[config.mk]
export PLATFORM = sky130hd
export DESIGN_NAME = traffic_light_monitor
export DESIGN_NICKNAME = d
export VERILOG_FILES = /design/src/rtl/traffic_light_pkg.sv /design/src/rtl/seven_seg_decoder.sv /design/src/rtl/traffic_light_monitor.sv
export SDC_FILE = /design/constraint.sdc
export NUM_CORES = 1
export LEC_CHECK = 0
export CAP_MARGIN = 20
export CORE_MARGIN = 3
export CORE_UTILIZATION = 41
export DETAILED_ROUTE_END_ITERATION = 8
export GPL_TIMING_DRIVEN = 0
export PLACE_DENSITY = 0.68
export REMOVE_ABC_BUFFERS = 1
export SYNTH_ARGS = -nofsm -noshare
export SYNTH_HDL_FRONTEND = slang
export SYNTH_SLANG_ARGS = --single-unit
[constraint.sdc]
create_clock -name clk -period 7.3 [get_ports clk]
set_input_delay 1.46 -clock clk [delete_from_list [all_inputs] [get_ports clk]]
set_output_delay 1.46 -clock clk [all_outputs]
set_load 0.005 [all_outputs]
[src/rtl/traffic_light_pkg.sv]
// traffic_light_pkg: shared phase encodings, lamp patterns, segment patterns and default timings.
package traffic_light_pkg;

    typedef enum logic [2:0] {
        PH_SYNC   = 3'd0,
        PH_RED    = 3'd1,
        PH_RY     = 3'd2,
        PH_GREEN  = 3'd3,
        PH_GB     = 3'd4,
        PH_YELLOW = 3'd5
    } phase_e;

    // Lamp patterns as {green, yellow, red}
    localparam logic [2:0] L_OFF = 3'b000;
    localparam logic [2:0] L_RED = 3'b001;
    localparam logic [2:0] L_YEL = 3'b010;
    localparam logic [2:0] L_RY  = 3'b011;
    localparam logic [2:0] L_GRN = 3'b100;

    // Segment patterns, bit6=g .. bit0=a
    localparam logic [6:0] SEG_0 = 7'b0111111;
    localparam logic [6:0] SEG_1 = 7'b0000110;
    localparam logic [6:0] SEG_2 = 7'b1011011;
    localparam logic [6:0] SEG_3 = 7'b1001111;
    localparam logic [6:0] SEG_4 = 7'b1100110;
    localparam logic [6:0] SEG_5 = 7'b1101101;
    localparam logic [6:0] SEG_6 = 7'b1111101;
    localparam logic [6:0] SEG_7 = 7'b0000111;
    localparam logic [6:0] SEG_8 = 7'b1111111;
    localparam logic [6:0] SEG_9 = 7'b1101111;
    localparam logic [9:0][6:0] SEG_TABLE = {SEG_9, SEG_8, SEG_7, SEG_6, SEG_5,
                                             SEG_4, SEG_3, SEG_2, SEG_1, SEG_0};

    // Error type field of the first-error capture
    localparam logic [1:0] ET_SEQ = 2'd1;
    localparam logic [1:0] ET_TIM = 2'd2;
    localparam logic [1:0] ET_SEG = 2'd3;

    localparam int RED_CYC_DEF   = 10;
    localparam int RY_CYC_DEF    = 4;
    localparam int GREEN_CYC_DEF = 10;
    localparam int GB_CYC_DEF    = 6;
    localparam int Y_CYC_DEF     = 4;
    localparam int CNT_W_DEF     = 8;

endpackage

[src/rtl/seven_seg_decoder.sv]
// seven_seg_decoder: maps a 7-segment pattern back to its BCD digit; unknown patterns give 0/invalid.
module seven_seg_decoder
    import traffic_light_pkg::*;
(
    input  logic [6:0] seg,
    output logic [3:0] digit,
    output logic       digit_valid
);

    // Search the ten legal patterns; patterns are unique so at most one matches
    always_comb begin
        digit       = 4'd0;
        digit_valid = 1'b0;
        for (int i = 0; i < 10; i++) begin
            if (seg == SEG_TABLE[i]) begin
                digit       = 4'(i);
                digit_valid = 1'b1;
            end
        end
    end

endmodule

[src/rtl/traffic_light_monitor.sv]
// traffic_light_monitor: passive phase/timing/display checker for a traffic-light controller.
// First-error capture on err_code is built only when TRAFFIC_LIGHT_MON_ERRCODE_EN is defined.
module traffic_light_monitor
    import traffic_light_pkg::*;
#(
    parameter int RED_CYC   = RED_CYC_DEF,
    parameter int RY_CYC    = RY_CYC_DEF,
    parameter int GREEN_CYC = GREEN_CYC_DEF,
    parameter int GB_CYC    = GB_CYC_DEF,
    parameter int Y_CYC     = Y_CYC_DEF,
    parameter int CNT_W     = CNT_W_DEF
) (
    input  logic             clk,
    input  logic             rst_n,
    input  logic [2:0]       lamps,
    input  logic [6:0]       seg,
    input  logic             err_clr,
    output logic [2:0]       phase,
    output logic             in_sync,
    output logic [3:0]       digit,
    output logic             digit_valid,
    output logic             err_seq,
    output logic             err_timing,
    output logic             err_seg,
    output logic [CNT_W-1:0] cycle_cnt,
    output logic [3:0]       err_code
);

    logic [2:0] lamps_q;
    logic [6:0] seg_q;
    phase_e     ph, adv_ph, nxt;
    logic [2:0] adv_pat;
    logic [4:0] pcnt, exp_cyc, red_base;
    logic       adv, stay, seq_bad, tim_bad, seg_bad, dec_valid;
    logic [3:0] dec_digit, exp_digit;
    int         red_left;

    seven_seg_decoder u_dec (
        .seg         (seg_q),
        .digit       (dec_digit),
        .digit_valid (dec_valid)
    );

    // Per phase: patterns that hold the phase, the one pattern that advances it, and its length.
    // SYNC tolerates every legal pattern so a restarted monitor waits quietly for the next red.
    always_comb begin
        adv_pat = L_RED;
        adv_ph  = PH_RED;
        exp_cyc = 5'd0;
        stay    = 1'b0;
        case (ph)
            PH_SYNC:   stay = lamps_q inside {L_OFF, L_YEL, L_RY, L_GRN};
            PH_RED:    begin adv_pat = L_RY;  adv_ph = PH_RY;     exp_cyc = 5'(RED_CYC);   stay = lamps_q == L_RED; end
            PH_RY:     begin adv_pat = L_GRN; adv_ph = PH_GREEN;  exp_cyc = 5'(RY_CYC);    stay = lamps_q == L_RY; end
            PH_GREEN:  begin adv_pat = L_OFF; adv_ph = PH_GB;     exp_cyc = 5'(GREEN_CYC); stay = lamps_q == L_GRN; end
            PH_GB:     begin adv_pat = L_YEL; adv_ph = PH_YELLOW; exp_cyc = 5'(GB_CYC);    stay = lamps_q inside {L_OFF, L_GRN}; end
            PH_YELLOW: begin exp_cyc = 5'(Y_CYC); stay = lamps_q == L_YEL; end
            default:   ;
        endcase
    end

    assign adv       = lamps_q == adv_pat;
    assign nxt       = adv ? adv_ph : stay ? ph : PH_SYNC;
    assign seq_bad   = !adv && !stay;
    assign tim_bad   = adv && ph != PH_SYNC && pcnt != exp_cyc;
    // Red countdown: entry sample shows RED_CYC-1, clamped at 0 if red overstays
    assign red_base  = adv ? 5'd0 : pcnt;
    assign red_left  = RED_CYC - 1 - int'(red_base);
    assign exp_digit = (nxt == PH_RED && red_left > 0) ? 4'(red_left) : 4'd0;
    assign seg_bad   = nxt != PH_SYNC && !(dec_valid && dec_digit == exp_digit);
    assign phase     = ph;

    // Stage 1: register the controller pins
    always_ff @(posedge clk) begin
        if (!rst_n) begin
            lamps_q <= 3'd0;
            seg_q   <= 7'd0;
        end else begin
            lamps_q <= lamps;
            seg_q   <= seg;
        end
    end

    // Stage 2: phase tracking, counters, decoded display and sticky error flags
    always_ff @(posedge clk) begin
        if (!rst_n) begin
            ph          <= PH_SYNC;
            in_sync     <= 1'b0;
            pcnt        <= 5'd0;
            digit       <= 4'd0;
            digit_valid <= 1'b0;
            err_seq     <= 1'b0;
            err_timing  <= 1'b0;
            err_seg     <= 1'b0;
            cycle_cnt   <= '0;
        end else begin
            ph          <= nxt;
            in_sync     <= nxt != PH_SYNC;
            pcnt        <= adv ? 5'd1 : (pcnt == 5'h1f ? pcnt : pcnt + 5'd1);
            digit       <= dec_digit;
            digit_valid <= dec_valid;
            err_seq     <= seq_bad || (err_seq && !err_clr);
            err_timing  <= tim_bad || (err_timing && !err_clr);
            err_seg     <= seg_bad || (err_seg && !err_clr);
            if (adv && ph == PH_YELLOW && cycle_cnt != {CNT_W{1'b1}})
                cycle_cnt <= cycle_cnt + CNT_W'(1);
        end
    end

`ifdef TRAFFIC_LIGHT_MON_ERRCODE_EN
    logic [1:0] err_type;
    assign err_type = seq_bad ? ET_SEQ : tim_bad ? ET_TIM : ET_SEG;

    // Hold the first error's type and phase; err_clr re-arms, and an error in the same cycle is kept
    always_ff @(posedge clk) begin
        if (!rst_n)
            err_code <= 4'd0;
        else if ((seq_bad || tim_bad || seg_bad) && (err_clr || err_code == 4'd0))
            err_code <= {err_type, phase[1:0]};
        else if (err_clr)
            err_code <= 4'd0;
    end
`else
    assign err_code = 4'd0;
`endif

endmodule

==> flow_summary_export.csv <==
group,metric,value,unit
sta,drv_slew,0,
hold_path,min_to,"cycle_cnt[4]$_SDFFE_PN0P_",
worst_setup_path,cp_max_fo,25,
global_routing,antenna_found_initial,0,
die,start_util,0.4438,
route,drt_iter0_markers,77,
logic_synthesis,ys.flop_type,"dfxtp_1",
sta,finalSetupViolCount,0,
die,row_count,25,
place,place.gp.congestion,0.8385,
cells_and_area,num-nets-final,288,
route,viasPerCell,5.333,
route,totalWireLength,4.231,mm
global_routing,use_met1,0.1676,
global_routing,grt.overflow.total,0,
die,num_io_pins,37,
worst_setup_path,cp-start-kind,"flop",
die,die-height,79.14,um
logic_synthesis,synth_seq_cells,35,
clock_tree,clockBufferDepth,2,
sta,finalHoldViolCount,0,
worst_setup_path,cp.required,7.46,ns
die,fp.dieArea,0.006263,mm^2
global_routing,grt_max_degree,36,
clock_tree,ctsHoldBuffers,0,
sta,max_freq,297.6,MHz
place,place_hpwl,3.038,mm
cells_and_area,layout_common_cells,"dfxtp_1 (35), clkdlybuf4s50_1 (32), and2_1 (22), nor2_1 (18), nand2_1 (17)",
route,drt_first_pass_iters,4,
sta,worst_slew_pin_slew,0.9819,ns
logic_synthesis,ys_types,76,
global_routing,met3_usage,0.04422,
worst_setup_path,rr_worst_depth,10,
sta,rsz0062_at_grt,"false",
pwr,power_density,154.1,mW/mm^2
clock_tree,cts_tree,"yes",
sta,final.setup.tns,0,ns
logic_synthesis,synthCells,245,
hold_path,min_from,"cycle_cnt[4]$_SDFFE_PN0P_",
cells_and_area,syn2layout_area_growth,17.63,%
clock_tree,clock-sinks,35,
pwr,ir_worst_vdd,0.09143,mV
worst_setup_path,r2r_end,"err_seg$_SDFF_PN0_",
worst_setup_path,cp-startpoint,"phase[0]$_SDFF_PN0_",
global_routing,grt_util_all_layers,0.1448,
logic_synthesis,ys_seq_area_frac,0.3195,
hold_path,hold_depth,2,
worst_setup_path,critPathCaptureType,"flop",
flow_run,drv_cap,0,
clock_tree,htree_num_levels,2,
route,vias,1808,
clock_tree,cts_buffers,5,
die,core,0.004942,mm^2
worst_setup_path,r2r_slack,3.94,ns
worst_setup_path,critPathKind,"flop to flop",
hold_path,hp-class,"flop to flop",
clock_tree,worstSkewPairLatency,0.29,ns
logic_synthesis,ys_async_sr_fraction,0,
outcome,status,"finished clean",
sta,fin_crit_sh,0.4602,
route,drc,0,
clock_tree,cts_root_buffer,"clkbuf_8",
logic_synthesis,synth.avg_cell_area,8.952,um^2
logic_synthesis,synth_edf_count,0,
cells_and_area,drive_above_1_share,0.1213,
die,die-width,79.14,um
clock_tree,cts_resized,0,
cells_and_area,diodes,0,
cells_and_area,final_common_cell,"dfxtp_1",
sta,skew,0.007233,ns
route,wl_per_cell,12.48,um
logic_synthesis,ys_warn_count,0,
worst_setup_path,worstPathArrival,3.52,ns
sta,max_slew_margin,0.3433,
worst_setup_path,timing.rr.start,"phase[0]$_SDFF_PN0_",
clock_tree,path_clk_slew,0.07,ns
global_routing,grt_pass1_vias,1664,
logic_synthesis,synth_area,0.002193,mm^2
global_routing,grt_pass1_wl,7.224,mm
sta,fin_crit,3.360,ns
route,ant_nets,0,
clock_tree,post_cts_buffers,0,
global_routing,use_met2,0.2399,
global_routing,grt-busiest-layer,"met2",
pwr,leakage,0.9334,nW
place,io_buffers,32,
pwr,finalPower,397.7,uW
==> power breakdown <==
part           switching (mW)  internal (mW)
registers              0.0124          0.197
logic                  0.0227         0.0275
clock network          0.0717         0.0663
==> worst max-delay path by stage <==
stage,depth (start not counted),slack [ns],to
after floorplan,10,4.32,err_seg$_SDFF_PN0_
after global placement,4,3.79,err_seg$_SDFF_PN0_
after detailed placement,4,3.77,err_seg$_SDFF_PN0_
after CTS,10,3.96,err_seg$_SDFF_PN0_
after global routing,10,3.72,err_seg$_SDFF_PN0_
final,10,3.94,err_seg$_SDFF_PN0_
==> cell families (layout without fill, tap and decap cells) <==
kind of cell,count (synthesis),in the layout,share of synthesized area
xor+xnor,12,12,0.04792
compound gates,44,44,0.1740
simple gates,115,115,0.3240
mux,7,7,0.03765
other cells,1,4,0.001710
fa+ha+maj,4,4,0.02282
buf+inv,27,51,0.07245
flops,35,35,0.3195
==> state kept, by name, summed over array words and instances, names as in the netlist <==
register	count
pcnt	5
in_sync	1
err_seq	1
err_timing	1
lamps_q	3
err_seg	1
seg_q	7
digit_valid	1
digit	4
cycle_cnt	8
phase	3
==> critical path, cell delays in order, from the launching register on <==
cell and delay (ns):
dfxtp_1 0.86, and4bb_2 0.32, o31a_4 0.31, nor3_4 0.32, nand2_1 0.11, ha_1 0.35, or4_1 0.52, o31ai_1 0.08
mux2i_1 0.10, o22ai_1 0.13, a41oi_1 0.13
==> synth_stat cells (all sizes together), types with 3 or more instances <==
library cell,instances,area (um^2)
nor3b,3,22.52
a32oi,3,26.28
nor3,4,36.29
xnor2,8,70.07
nand2b,7,43.79
nand3b,3,22.52
clkbuf,8,60.06
and2,23,145.1
o31ai,3,27.52
xor2,4,35.03
o21ai,7,35.03
nor2,19,73.82
or2,3,18.77
a21oi,4,20.02
buf,8,57.55
mux2i,6,60.06
and3,4,31.28
ha,4,50.05
nand2,17,63.81
or3b,3,26.28
dfxtp,35,700.7
inv,11,41.29
nor2b,7,43.79
nand3,5,25.02
==> cell type report <==
cell class,count,area (um^2)
fillers,492,2362
multi-input cells,186,1345
flip-flops and latches,35,700.7
repair buffers,32,320.3
well taps,67,83.83
clock buffers,5,68.82
inverters,11,41.29
clock inverters,3,20.02
==> stage by stage <==
step,std cells,hold WS [ns],util,setup WS (ns),cell area (um^2)
after floorplan,232,0.4827,-,4.319,2087
after global placement,331,0.4945,0.5041,3.787,2491
after detailed placement,331,0.4997,0.5041,3.773,2491
after CTS,339,0.5134,0.5220,3.956,2580
after global routing,339,0.5487,0.5220,3.717,2580
final,339,0.5127,0.5220,3.940,2580
==> layer usage <==
metal,vias to the layer above,part of all wire
met2,49,0.45
li1,919,-
met1,830,0.47
met4,0,0.027
met5,-,0
met3,10,0.054
No activity file was read; power rests on OpenSTA's default activity.
